<file path="src/rtl/vram_port_arbiter.sv">
// Two-requester arbiter in front of a single-port VRAM: burst-limited ownership,
// round-robin tie-break, combinational grant/routing and one-cycle read-valid return.
module vram_port_arbiter #(
    parameter int ADDR_W    = 11,
    parameter int DATA_W    = 32,
    parameter int MAX_BURST = 8
) (
    input  logic              CLK,
    input  logic              RESET,
    input  logic              REQ0,
    input  logic              REQ1,
    input  logic              WE0,
    input  logic              WE1,
    input  logic [ADDR_W-1:0] ADDR0,
    input  logic [ADDR_W-1:0] ADDR1,
    input  logic [DATA_W-1:0] WDATA0,
    input  logic [DATA_W-1:0] WDATA1,
    input  logic [3:0]        BE0,
    input  logic [3:0]        BE1,
    output logic              GNT0,
    output logic              GNT1,
    output logic              RVALID0,
    output logic              RVALID1,
    output logic [DATA_W-1:0] RDATA,
    output logic [ADDR_W-1:0] MEM_ADDR,
    output logic [DATA_W-1:0] MEM_WDATA,
    output logic [3:0]        MEM_BE,
    output logic              MEM_WREN,
    output logic              MEM_RDEN,
    input  logic [DATA_W-1:0] MEM_RDATA
);

    localparam logic [1:0] OWN_NONE = 2'd0;
    localparam logic [1:0] OWN_R0   = 2'd1;
    localparam logic [1:0] OWN_R1   = 2'd2;
    localparam logic [7:0] YIELD_AT = 8'(MAX_BURST - 1);

    logic [1:0] owner_reg;
    logic       rr_last_reg;     // 0 = R0 granted last, 1 = R1
    logic [7:0] burst_cnt_reg;
    logic       rvalid0_reg;
    logic       rvalid1_reg;

    logic grant0;
    logic grant1;
    logic at_limit;
    logic same_owner;

    // A saturated count after a long solo burst still counts as "at limit".
    assign at_limit = (burst_cnt_reg >= YIELD_AT);

    always_comb begin
        grant0 = 1'b0;
        grant1 = 1'b0;
        if (!RESET) begin
            case (owner_reg)
                OWN_R0: begin
                    if (REQ0 && !(REQ1 && at_limit)) grant0 = 1'b1;
                    else if (REQ1)                   grant1 = 1'b1;
                end
                OWN_R1: begin
                    if (REQ1 && !(REQ0 && at_limit)) grant1 = 1'b1;
                    else if (REQ0)                   grant0 = 1'b1;
                end
                default: begin
                    if (REQ0 && REQ1) begin
                        grant0 = rr_last_reg;
                        grant1 = !rr_last_reg;
                    end else begin
                        grant0 = REQ0;
                        grant1 = REQ1;
                    end
                end
            endcase
        end
    end

    always_comb begin
        MEM_ADDR  = '0;
        MEM_WDATA = '0;
        MEM_BE    = '0;
        MEM_WREN  = 1'b0;
        MEM_RDEN  = 1'b0;
        if (grant0) begin
            MEM_ADDR  = ADDR0;
            MEM_WDATA = WDATA0;
            MEM_BE    = BE0;
            MEM_WREN  = WE0;
            MEM_RDEN  = !WE0;
        end else if (grant1) begin
            MEM_ADDR  = ADDR1;
            MEM_WDATA = WDATA1;
            MEM_BE    = BE1;
            MEM_WREN  = WE1;
            MEM_RDEN  = !WE1;
        end
    end

    assign same_owner = (grant0 && (owner_reg == OWN_R0)) ||
                        (grant1 && (owner_reg == OWN_R1));

    always_ff @(posedge CLK) begin
        if (RESET) begin
            owner_reg     <= OWN_NONE;
            rr_last_reg   <= 1'b1;
            burst_cnt_reg <= 8'd0;
            rvalid0_reg   <= 1'b0;
            rvalid1_reg   <= 1'b0;
        end else begin
            rvalid0_reg <= grant0 && !WE0;
            rvalid1_reg <= grant1 && !WE1;
            if (grant0 || grant1) begin
                owner_reg   <= grant0 ? OWN_R0 : OWN_R1;
                rr_last_reg <= grant1;
                if (same_owner)
                    burst_cnt_reg <= (burst_cnt_reg == 8'hFF) ? burst_cnt_reg : burst_cnt_reg + 8'd1;
                else
                    burst_cnt_reg <= 8'd0;
            end else begin
                owner_reg     <= OWN_NONE;
                burst_cnt_reg <= 8'd0;
            end
        end
    end

    // Masked by RESET so a read accepted just before reset never reports valid.
    assign RVALID0 = rvalid0_reg && !RESET;
    assign RVALID1 = rvalid1_reg && !RESET;
    assign RDATA   = MEM_RDATA;
    assign GNT0    = grant0;
    assign GNT1    = grant1;

endmodule
</file>
<file path="config.mk">
export PLATFORM = sky130hd
export DESIGN_NAME = vram_port_arbiter
export DESIGN_NICKNAME = d
export VERILOG_FILES = /design/src/rtl/vram_port_arbiter.sv
export SDC_FILE = /design/constraint.sdc
export NUM_CORES = 1
export LEC_CHECK = 0
export BUFFER_PORTS_ARGS = -buffer_cell sky130_fd_sc_hd__buf_2
export CORE_AREA = 2 2 83 85
export DETAILED_ROUTE_END_ITERATION = 6
export DIE_AREA = 0 0 85 87
export PLACE_DENSITY_LB_ADDON = 0.05
export SETUP_SLACK_MARGIN = 0.5
export SLEW_MARGIN = 20
export SYNTH_ARGS = -nofsm -noshare
export SYNTH_HDL_FRONTEND = slang
export SYNTH_SLANG_ARGS = --single-unit
export TNS_END_PERCENT = 100
</file>
<file path="constraint.sdc">
create_clock -name CLK -period 3.8 [get_ports CLK]
set_input_delay 0.19 -clock CLK [delete_from_list [all_inputs] [get_ports CLK]]
set_output_delay 0.19 -clock CLK [all_outputs]
set_load 0.02 [all_outputs]
</file>
==> flow_summary.ini <==
[run_status]
status = finished clean

[detailed_routing]
wl_per_cell_um = 15.5
first_iter_violations = 53
vias_per_cell = 5.14
drt_wl_total_mm = 6.43
vias = 2134
first_pass_iters = 7
antenna_left = 0
drc_errors = 0

[floorplanning]
io_pins = 217
die_area_sq_um = 7400
fp.dieH_um = 87
fp.coreArea_sq_um = 6570
start_util_pct = 30.9
die_x_um = 85
row_count = 30

[clock_tree]
htree_levels = 1
cts-root-buf = clkbuf_8
clk_pin_slew_ns = 0.06
clk-insertion-delay-late_ns = 0.25
cts_tree = done
postCtsSetupBuffers = 0
cts_hold_buf = 0
cts_buffers = 3
clockBufferDepth = 2
numClockSinks = 13

[synthesis]
async_reset_ff_share_pct = 0
synth_cells = 230
ys_seq_elements = 13
avgSynthCellArea_sq_um = 8.83
ys_seq_area_share_pct = 12.8
synth_warnings = 0
synth_edf_count = 0
syn-num-nets = 365
netlist_area_sq_um = 2030
synth_ff_type = dfxtp_1
ys_types = 39

[finish]
area.growth.synth_to_final_pct = 31.3
final_cells = 415
final_nets = 471
layout-drive-gt1-share_pct = 62.1
fin_util_pct = 40.6
n_antenna_cell = 0
largest_reg_flops = 8

[placed_design]
dp.cells = 410
dp_hpwl_mm = 4.61
gp_congestion = 0.752
numPortBuffers = 152
place_ws_ns = 0.873

[sta]
timing.final.max_slew_violations = 0
period_share_pct = 78.1
setup_tns_ns = 0
setup_viol = 0
rsz0062_at_grt = false
finalHoldViolCount = 0
tightest_slew_ns = 1.04
post-route-min-period_ns = 2.97
fin_ws_ns = 0.830
slew_headroom_pct = 30.3
max_freq_ghz = 0.337
skew_ns = 0.000964

[min_path]
hold_start = WE0
hold_path_class = input pin to flip-flop
hold-path-cell-count = 2
whs_endpoint = rvalid0_reg$_SDFF_PP0_

[worst_setup_path]
worstReg2RegStart = owner_reg[0]$_SDFF_PP0_
rrSetupSlack_ns = 1.27
end_kind = output port
path_max_fanout = 29
critical_path_class = flip-flop to output port
cp_cell_sequence = or4_4, or2_1, o211ai_4, buf_12, mux2_2, buf_2
r2r_cells = 7
slowest_delay_ns = 0.58
worst-endpoint-required_ns = 3.61
worstSetupStartpointType = flip-flop
cp_data_arrival_time_ns = 2.78
reg2reg_to = burst_cnt_reg[7]$_SDFFE_PP0P_
slowest_stage = or4_4

[global_route]
grt-ovfl-total = 0
grt_start_max_net_pins = 52
grt_usage_pct = 15.1
grt_pass1_vias = 1838
antenna_found_initial = 0
grt_pass1_wl_mm = 9.26

[pwr]
p_leak_nw = 1.31
p_per_area_nw_per_um2 = 248
power_mw = 0.661
peakVddDrop_mv = 0.137

[job]
maxCapViolations = 0
-- cells by family after synthesis --
| group | after synthesis | synth area share [%] |
|---|---|---|
| and+or+nand+nor | 79 | 30.8 |
| buffers and inverters | 62 | 18.6 |
| muxes | 50 | 27.6 |
| AOI/OAI and AO/OA | 19 | 6.53 |
| DFF | 13 | 12.8 |
| xor gates and xnor gates | 4 | 1.72 |
| adders and majority gates | 3 | 1.85 |
-- critical path: cells and delay by family, from the launching register on --
family / cells / cell delay, ns
and+or+nand+nor: 2 / 0.89
AOI/OAI and AO/OA: 1 / 0.52
buffers and inverters: 2 / 0.43
muxes: 1 / 0.35
DFF: 1 / 0.34
-- power by group --
part	internal (mW)	switching, mW	leakage, nW
Combinational	0.179	0.211	1.18
Clock	0.0743	0.0522	0.0228
Sequential	0.142	0.00278	0.105
-- timing repair --
item / in CTS / in global routing
setup endpoints to repair: 0 / 21
resized for setup: 0 / 1
endpoints found under the hold margin: 0 / 0
-- cell type report --
cell class	count	area [sq um]
fillers	706	3900
inverters	7	26.3
repair buffers	155	808
multi-input cells	156	1430
flip-flops and latches	13	260
well taps	80	100
clock buffers	4	45.0
-- cell usage after synthesis, types with 2 or more instances --
library cell	number	area share, %
mux2_2	42	23
nor3b_1	2	0.74
ha_1	3	1.8
and2_1	3	0.92
buf_2	5	1.2
buf_4	37	14
nor3_1	3	0.74
o211ai_1	3	1.1
nor4_1	2	0.62
nor2_1	5	0.92
clkbuf_1	12	2.2
nor4b_1	48	21
dfxtp_1	13	13
nand3_1	4	0.99
a21oi_1	6	1.5
inv_1	7	1.3
o21ai_0	3	0.74
nor2b_1	2	0.62
mux2_1	7	3.9
xor2_1	4	1.7
-- per-layer routing --
metal	track usage (%)	vias to the layer above	routed length (um)
met5	0	-	0
met4	4.18	0	83
met3	2.27	9	402
met2	26.4	95	3150
met1	19.1	985	2790
li1	-	1045	-
-- metrics by stage --
| stage | instance area, sq um | hold WS [ns] |
|---|---|---|
| after floorplan | 2030 | 0.262 |
| after global placement | 2600 | 0.380 |
| after detailed placement | 2600 | 0.380 |
| after CTS | 2650 | 0.120 |
| after global routing | 2670 | 0.133 |
| final | 2670 | 0.129 |
-- how the worst max path moves through the flow --
| stage | end | start | slack, ns |
|---|---|---|---|
| finish | MEM_WDATA[21] | burst_cnt_reg[4]$_SDFFE_PP0P_ | 0.83 |
| global route | MEM_RDEN | owner_reg[0]$_SDFF_PP0_ | 0.65 |
| CTS | MEM_ADDR[2] | burst_cnt_reg[4]$_SDFFE_PP0P_ | 0.60 |
| detailed placement | MEM_ADDR[2] | burst_cnt_reg[4]$_SDFFE_PP0P_ | 0.87 |
| global placement | MEM_WDATA[16] | burst_cnt_reg[4]$_SDFFE_PP0P_ | 0.90 |
| floorplan | MEM_WDATA[10] | burst_cnt_reg[4]$_SDFFE_PP0P_ | 1.50 |
-- cells in the final DEF, fill, tap and decap left out, types with 4 or more instances in the layout --
| cell type | instances |
|---|---|
| buf_2 | 152 |
| nor4b_1 | 48 |
| mux2_2 | 42 |
| dfxtp_1 | 13 |
| inv_1 | 7 |
| mux2_1 | 7 |
| a21oi_1 | 6 |
| nor2_1 | 5 |
| nand3_1 | 4 |
| xor2_1 | 4 |
Power figures use the tool's default switching activity.
